===== config.mk =====
export PLATFORM = sky130hd
export DESIGN_NAME = minion_sprite_render
export DESIGN_NICKNAME = d
export VERILOG_FILES = /design/src/rtl/minion_sprite_render.sv
export SDC_FILE = /design/constraint.sdc
export NUM_CORES = 1
export LEC_CHECK = 0
export ABC_AREA = 1
export BUFFER_PORTS_ARGS = -buffer_cell sky130_fd_sc_hd__buf_4
export CAP_MARGIN = 20
export CORE_ASPECT_RATIO = 0.8
export CORE_MARGIN = 2
export CORE_UTILIZATION = 48
export CTS_CLUSTER_SIZE = 20
export DETAILED_ROUTE_END_ITERATION = 10
export GPL_ROUTABILITY_DRIVEN = 0
export PLACE_DENSITY = 0.72
export RECOVER_POWER = 50
export SYNTH_ARGS = -nofsm -noshare
export SYNTH_HDL_FRONTEND = slang
export SYNTH_SLANG_ARGS = --single-unit

===== constraint.sdc =====
create_clock -name Clk -period 4.3 [get_ports Clk]
set_input_delay 0 -clock Clk [delete_from_list [all_inputs] [get_ports Clk]]
set_output_delay 0 -clock Clk [all_outputs]
set_load 0.005 [all_outputs]

===== src/rtl/minion_sprite_render.sv =====
// Per-pixel renderer for a single 32x51 minion sprite: frame-latched position,
// sprite ROM addressing, palette lookup with transparency and a hit-flash effect.
module minion_sprite_render #(
    parameter int SPR_W        = 32,
    parameter int SPR_H        = 51,
    parameter int ADDR_W       = 19,
    parameter int FLASH_FRAMES = 24
) (
    input  logic              Clk,
    input  logic              Reset_n,
    input  logic              frame_start,
    input  logic [9:0]        pos_x,
    input  logic [9:0]        pos_y,
    input  logic              visible,
    input  logic              hit,
    input  logic [9:0]        DrawX,
    input  logic [9:0]        DrawY,
    output logic [ADDR_W-1:0] read_address,
    input  logic [2:0]        color_idx,
    output logic              sprite_on,
    output logic [7:0]        red,
    output logic [7:0]        green,
    output logic [7:0]        blue,
    output logic              hit_active
);

    localparam logic [5:0]  FLASH_LOAD = 6'(FLASH_FRAMES);
    localparam logic [10:0] BOX_W      = 11'(SPR_W);
    localparam logic [10:0] BOX_H      = 11'(SPR_H);
    localparam logic [23:0] WHITE      = 24'hFFFFFF;

    logic [9:0]        lat_x;
    logic [9:0]        lat_y;
    logic              lat_vis;
    logic [5:0]        flash_cnt;
    logic              in_box_d1;

    logic [10:0]       x_ext;
    logic [10:0]       y_ext;
    logic [10:0]       lx_ext;
    logic [10:0]       ly_ext;
    logic [10:0]       dx;
    logic [10:0]       dy;
    logic              in_box;
    logic [ADDR_W-1:0] addr_calc;
    logic              opaque;
    logic              flashing;
    logic [23:0]       rgb_next;

    function automatic logic [23:0] palette(input logic [2:0] idx);
        logic [23:0] rgb;
        rgb = 24'h000000;
        case (idx)
            3'd1:    rgb = 24'h00FFFF;
            3'd2:    rgb = 24'h008080;
            3'd3:    rgb = 24'h9CE5F4;
            3'd4:    rgb = 24'h406070;
            3'd5:    rgb = 24'h000000;
            3'd6:    rgb = 24'hFFFFFF;
            3'd7:    rgb = 24'h808080;
            default: rgb = 24'h000000;
        endcase
        return rgb;
    endfunction

    // Box test is done in 11 bits so a sprite near the right/bottom edge
    // never wraps back onto column/row 0.
    always_comb begin
        // NOTE: every always_comb output gets a default first so no latch is inferred.
        x_ext     = {1'b0, DrawX};
        y_ext     = {1'b0, DrawY};
        lx_ext    = {1'b0, lat_x};
        ly_ext    = {1'b0, lat_y};
        dx        = x_ext - lx_ext;
        dy        = y_ext - ly_ext;
        in_box    = lat_vis
                    && (x_ext >= lx_ext) && (x_ext < lx_ext + BOX_W)
                    && (y_ext >= ly_ext) && (y_ext < ly_ext + BOX_H);
        addr_calc = ADDR_W'(dy) * ADDR_W'(SPR_W) + ADDR_W'(dx);
    end

    assign hit_active = (flash_cnt != 6'd0);
    assign flashing   = hit_active && flash_cnt[2];
    assign opaque     = in_box_d1 && (color_idx != 3'd0);
    assign rgb_next   = flashing ? WHITE : palette(color_idx);

    // Position only changes at frame boundaries so a frame never tears.
    always_ff @(posedge Clk or negedge Reset_n) begin
        // NOTE: sequential state uses non-blocking assignments only.
        if (!Reset_n) begin
            lat_x   <= '0;
            lat_y   <= '0;
            lat_vis <= 1'b0;
        end else if (frame_start) begin
            lat_x   <= pos_x;
            lat_y   <= pos_y;
            lat_vis <= visible;
        end
    end

    // A hit restarts the effect even if it lands on a frame_start.
    always_ff @(posedge Clk or negedge Reset_n) begin
        if (!Reset_n) begin
            flash_cnt <= '0;
        end else if (hit) begin
            flash_cnt <= FLASH_LOAD;
        end else if (frame_start && hit_active) begin
            flash_cnt <= flash_cnt - 6'd1;
        end
    end

    always_ff @(posedge Clk or negedge Reset_n) begin
        if (!Reset_n) begin
            read_address <= '0;
            in_box_d1    <= 1'b0;
            sprite_on    <= 1'b0;
            red          <= '0;
            green        <= '0;
            blue         <= '0;
        end else begin
            read_address <= in_box ? addr_calc : '0;
            in_box_d1    <= in_box;
            sprite_on    <= opaque;
            {red, green, blue} <= opaque ? rgb_next : 24'h000000;
        end
    end

endmodule


==> Implementation_results.wiki <==
{| class="wikitable"
! Metric !! Value
|-
| Number of optimization iterations in the first detailed-route pass || 5
|-
| Crit-path slowest cell || sky130_fd_sc_hd__dfrtp_1
|-
| Aggregate routed wire length || 8670 µm
|-
| Fraction of power spent switching nets || 0.388
|-
| Longest individual stage delay on the worst path || 0.42 ns
|-
| Global-route wire length before repair || 15000 µm
|-
| TritonCTS clock tree || yes
|-
| Part of the cycle the worst path needs || 0.700
|-
| Cell area after placement || 4780 µm²
|-
| RSZ-0062 raised after global routing || no
|-
| Vertical extent of the die || 86.9 µm
|-
| Number of slew-limit violations in the final report || 55
|-
| Cell area after technology mapping || 4120 µm²
|-
| Power per cell area || 310 nW/µm²
|-
| Gr ovfl total || 0
|-
| Multiplexer share of the synthesized area || 0.00547
|-
| Relative slew slack || -0.917
|-
| Cell types occupying the most area after synthesis || sky130_fd_sc_hd__dfrtp_1, sky130_fd_sc_hd__ha_1, sky130_fd_sc_hd__nand2_1
|-
| Adder-cell share of the synthesized area || 0.148
|-
| Most common library cell in the layout ignoring fill and taps || sky130_fd_sc_hd__nand2_1
|-
| Endpoints failing hold || 0
|-
| Register bit count reported by yosys || 54
|-
| GR Layer Usage met3 || 0.0314
|-
| Cells along the critical path || inv_1 -> ha_1 -> nand2_1 -> inv_1 -> nand2_1 -> nand2_1 -> a21oi_1 -> nor2_1 -> nor2_1 -> xor2_1 -> inv_1 -> ha_1 -> nand2_1 -> o21ai_0 -> nor2_1 -> nor2_2 -> inv_1 -> o21ai_1 -> nand2_1 -> nor2_1
|-
| Number of maximum-capacitance constraint violations || 1
|-
| Distinct cell type count of the synthesized netlist || 37
|-
| Area leader, netlist || sky130_fd_sc_hd__dfrtp_1
|-
| Overall via count from detail_route || 3689
|-
| Portion of synthesized cell area occupied by the leading cell type || 0.328
|-
| Core Box Area || 8410 µm²
|-
| Total Neg Setup Slack || 0 ns
|-
| Kind of start point of the critical path || flip-flop
|-
| Clock transition at the register clock pins on the worst setup and hold paths after CTS || 0.11 ns
|-
| GR met2 Demand/Resource || 0.329
|-
| Number of nets in the layout || 742
|-
| Worst EP arrival || 3.26 ns
|-
| Port Buf Inserts || 90
|-
| Power Internal || 0.971 mW
|-
| Type of the most critical hold path || in2reg
|-
| Least setup slack across all paths after layout || 1.29 ns
|-
| Tightest Pin Transition || 2.88 ns
|-
| Number of DRC violations after detailed routing || 0
|-
| Fraction of layout instances using a drive strength above 1 || 0.187
|-
| Total routing usage reported by global routing || 0.196
|-
| Antenna violations before repair || 0
|-
| Buffers & Inverters on Critical Path || 4
|-
| Reg area || 1350 µm²
|-
| Simple-gate area share of the yosys netlist || 0.248
|-
| Area taken by multi-input logic gates || 2280 µm²
|-
| Top Ports || 93
|-
| Drt first-iter violations || 160
|-
| Critical path fanouts, max || 6
|-
| Setup skew after layout || 0.0125 ns
|-
| Buffer type at the clock tree root || sky130_fd_sc_hd__clkbuf_8
|-
| Most frequent cells in the layout || sky130_fd_sc_hd__nand2_1, sky130_fd_sc_hd__inv_1, sky130_fd_sc_hd__buf_4
|-
| Number of rows in the core area || 30
|-
| WL/cell || 11.4 µm
|-
| Avg Cell Area, Syn || 7.53 µm²
|-
| Starting density of the core || 0.490
|-
| H-Tree Level Count || 2
|-
| Power spent charging and discharging nets || 0.617 mW
|-
| Post-synthesis sequential area ratio || 0.328
|-
| Utilization after layout || 0.609
|-
| Area growth from synthesis to final layout || 24.4%
|-
| Max rail drop VDD || 0.000186 V
|-
| Period minus WS final || 3.01 ns
|-
| Sequential share of power || 0.354
|-
| Crit path max-delay family || simple AND/OR/NAND/NOR gates
|-
| Number of global-route vias before repair || 3453
|-
| Filler cell count || 756
|-
| Die outline width || 108 µm
|-
| Final Setup Violations || 0
|-
| Clock latency reported for the late side of the worst-skew pair || 0.32 ns
|-
| Count of inserted antenna diode cells || 0
|-
| Warnings, synthesis || 0
|-
| Most used routing layer || met2
|-
| Buffers inserted during post-CTS setup optimization || 0
|-
| Post-layout instance area || 5120 µm²
|-
| Compound-cell area share of the yosys netlist || 0.0951
|-
| Largest net degree at the start of global routing || 55
|-
| Post-detailed-route via-to-cell ratio || 4.85
|-
| Combinational family with the most area after synthesis || simple AND/OR/NAND/NOR gates
|-
| Synthesized-area fraction occupied by xor and xnor cells || 0.0553
|-
| Detailed-placement wirelength estimate || 6990 µm
|-
| Critical Path RT || 4.55 ns
|-
| Gate Count Post-Synth || 547
|-
| Cts bufs inserted || 5
|-
| Most frequent cell on the critical path || sky130_fd_sc_hd__nand2_1
|-
| Maximum achievable frequency || 0.332 GHz
|-
| Number of sinks driven by the clock tree || 54
|-
| Portion of total power attributed to the clock network || 0.196
|-
| Clock Tree Buf Depth || 2
|-
| Violated checks || max-capacitance violations, max-slew violations
|-
| Area of the die || 9350 µm²
|-
| GR Layer Usage met1 || 0.266
|-
| CP Capture Type || flip-flop
|-
| CP Class || reg2reg
|-
| Logic pwr share || 0.450
|-
| Routed Antenna Nets || 0
|-
| Run status || finished, violations left
|-
| Post-Place Worst Slack || 1.37 ns
|-
| Leak Pwr || 2.82 nW
|}
==> timing repair <==
| action | 4_1_cts | 5_1_grt |
|---|---|---|
| hold endpoints to repair | 84 | 0 |
| resized for setup | 0 | 0 |
| hold buffers | 25 | 0 |
==> area by class of cell <==
class	count	share of cell area
Multi-Input combinational cell	383	0.445
Sequential cell	54	0.264
Timing Repair Buffer	115	0.180
Inverter	88	0.0645
Tap cell	112	0.0274
Clock buffer	6	0.0161
Clock inverter	2	0.00317
==> logic make-up (layout without fill, tap and decap cells) <==
family                   Yosys count  count (layout)
adder cells (fa/ha/maj)           47              47
other                              1               2
buffers and inverters            111             211
multiplexers                       2               2
XOR/XNOR                          26              26
flip-flops                        54              54
AO/OA/AOI/OAI                     73              73
AND/OR/NAND/NOR                  233             233
==> per-stage QoR <==
stage                     power [mW]  cells  hold WS (ns)
after global routing            1.72    760        0.0616
after floorplan                 1.09    548        -0.296
after global placement          1.24    727        0.0792
after detailed placement        1.27    727        0.0869
after CTS                       1.60    760        0.0295
final                           1.59    760        0.0413
==> synth_stat cells, drive strengths merged <==
cell type  instances
a211oi             1
a21o               2
a21oi             34
a221oi             1
a31oi              3
and2               1
buf               19
clkbuf             4
conb               1
dfrtp             54
fa                 3
ha                44
inv               88
mux2               2
nand2            133
nand3             31
nand3b             2
nand4              6
nor2              50
nor3               7
nor3b              1
o211ai             1
o21ai             29
o21bai             1
o31ai              1
or2                2
xnor2             10
xor2              16
==> sequential cells by signal (all words and copies together), names as in the netlist <==
signal / flops
read_address: 17
lat_vis: 1
blue: 4
flash_cnt: 6
lat_x: 10
lat_y: 10
red: 4
sprite_on: 1
in_box_d1: 1
==> metal layers <==
metal / up-vias / wire (µm)
met5: - / 0
met4: 0 / 94
met3: 13 / 475
met2: 111 / 3820
met1: 1641 / 4270
li1: 1924 / -
==> power groups by stage <==
stage	logic, mW	registers (mW)	clock network, mW
final	0.714	0.562	0.311
after global routing	0.812	0.567	0.339
after global placement	0.673	0.571	0
after detailed placement	0.694	0.573	0
after CTS	0.715	0.563	0.326
after floorplan	0.518	0.570	0
==> worst register-to-register path: cells and delay by family (launching register included) <==
kind / cells / cell delay (ns)
compound gates: 3 / 0.48
xor+xnor: 1 / 0.15
fa+ha+maj: 2 / 0.71
buf+inv: 4 / 0.25
flops: 1 / 0.42
simple gates: 10 / 0.90
==> path summary, 6_finish.rpt <==
path	startpoint	to	slack [ns]	cells after the start
setup / recovery	lat_x[5]	read_address[13]	1.29	20
hold / removal	color_idx[0]	red[5]	0.04	4
setup reg to reg	lat_x[5]	read_address[13]	1.29	20
hold reg to reg	flash_cnt[3]	flash_cnt[3]	0.49	2
max in group asynchronous	Reset_n	flash_cnt[1]	1.53	2
min in group asynchronous	Reset_n	lat_x[9]	1.13	2
Note: power is estimated with default switching activity, not from simulation.
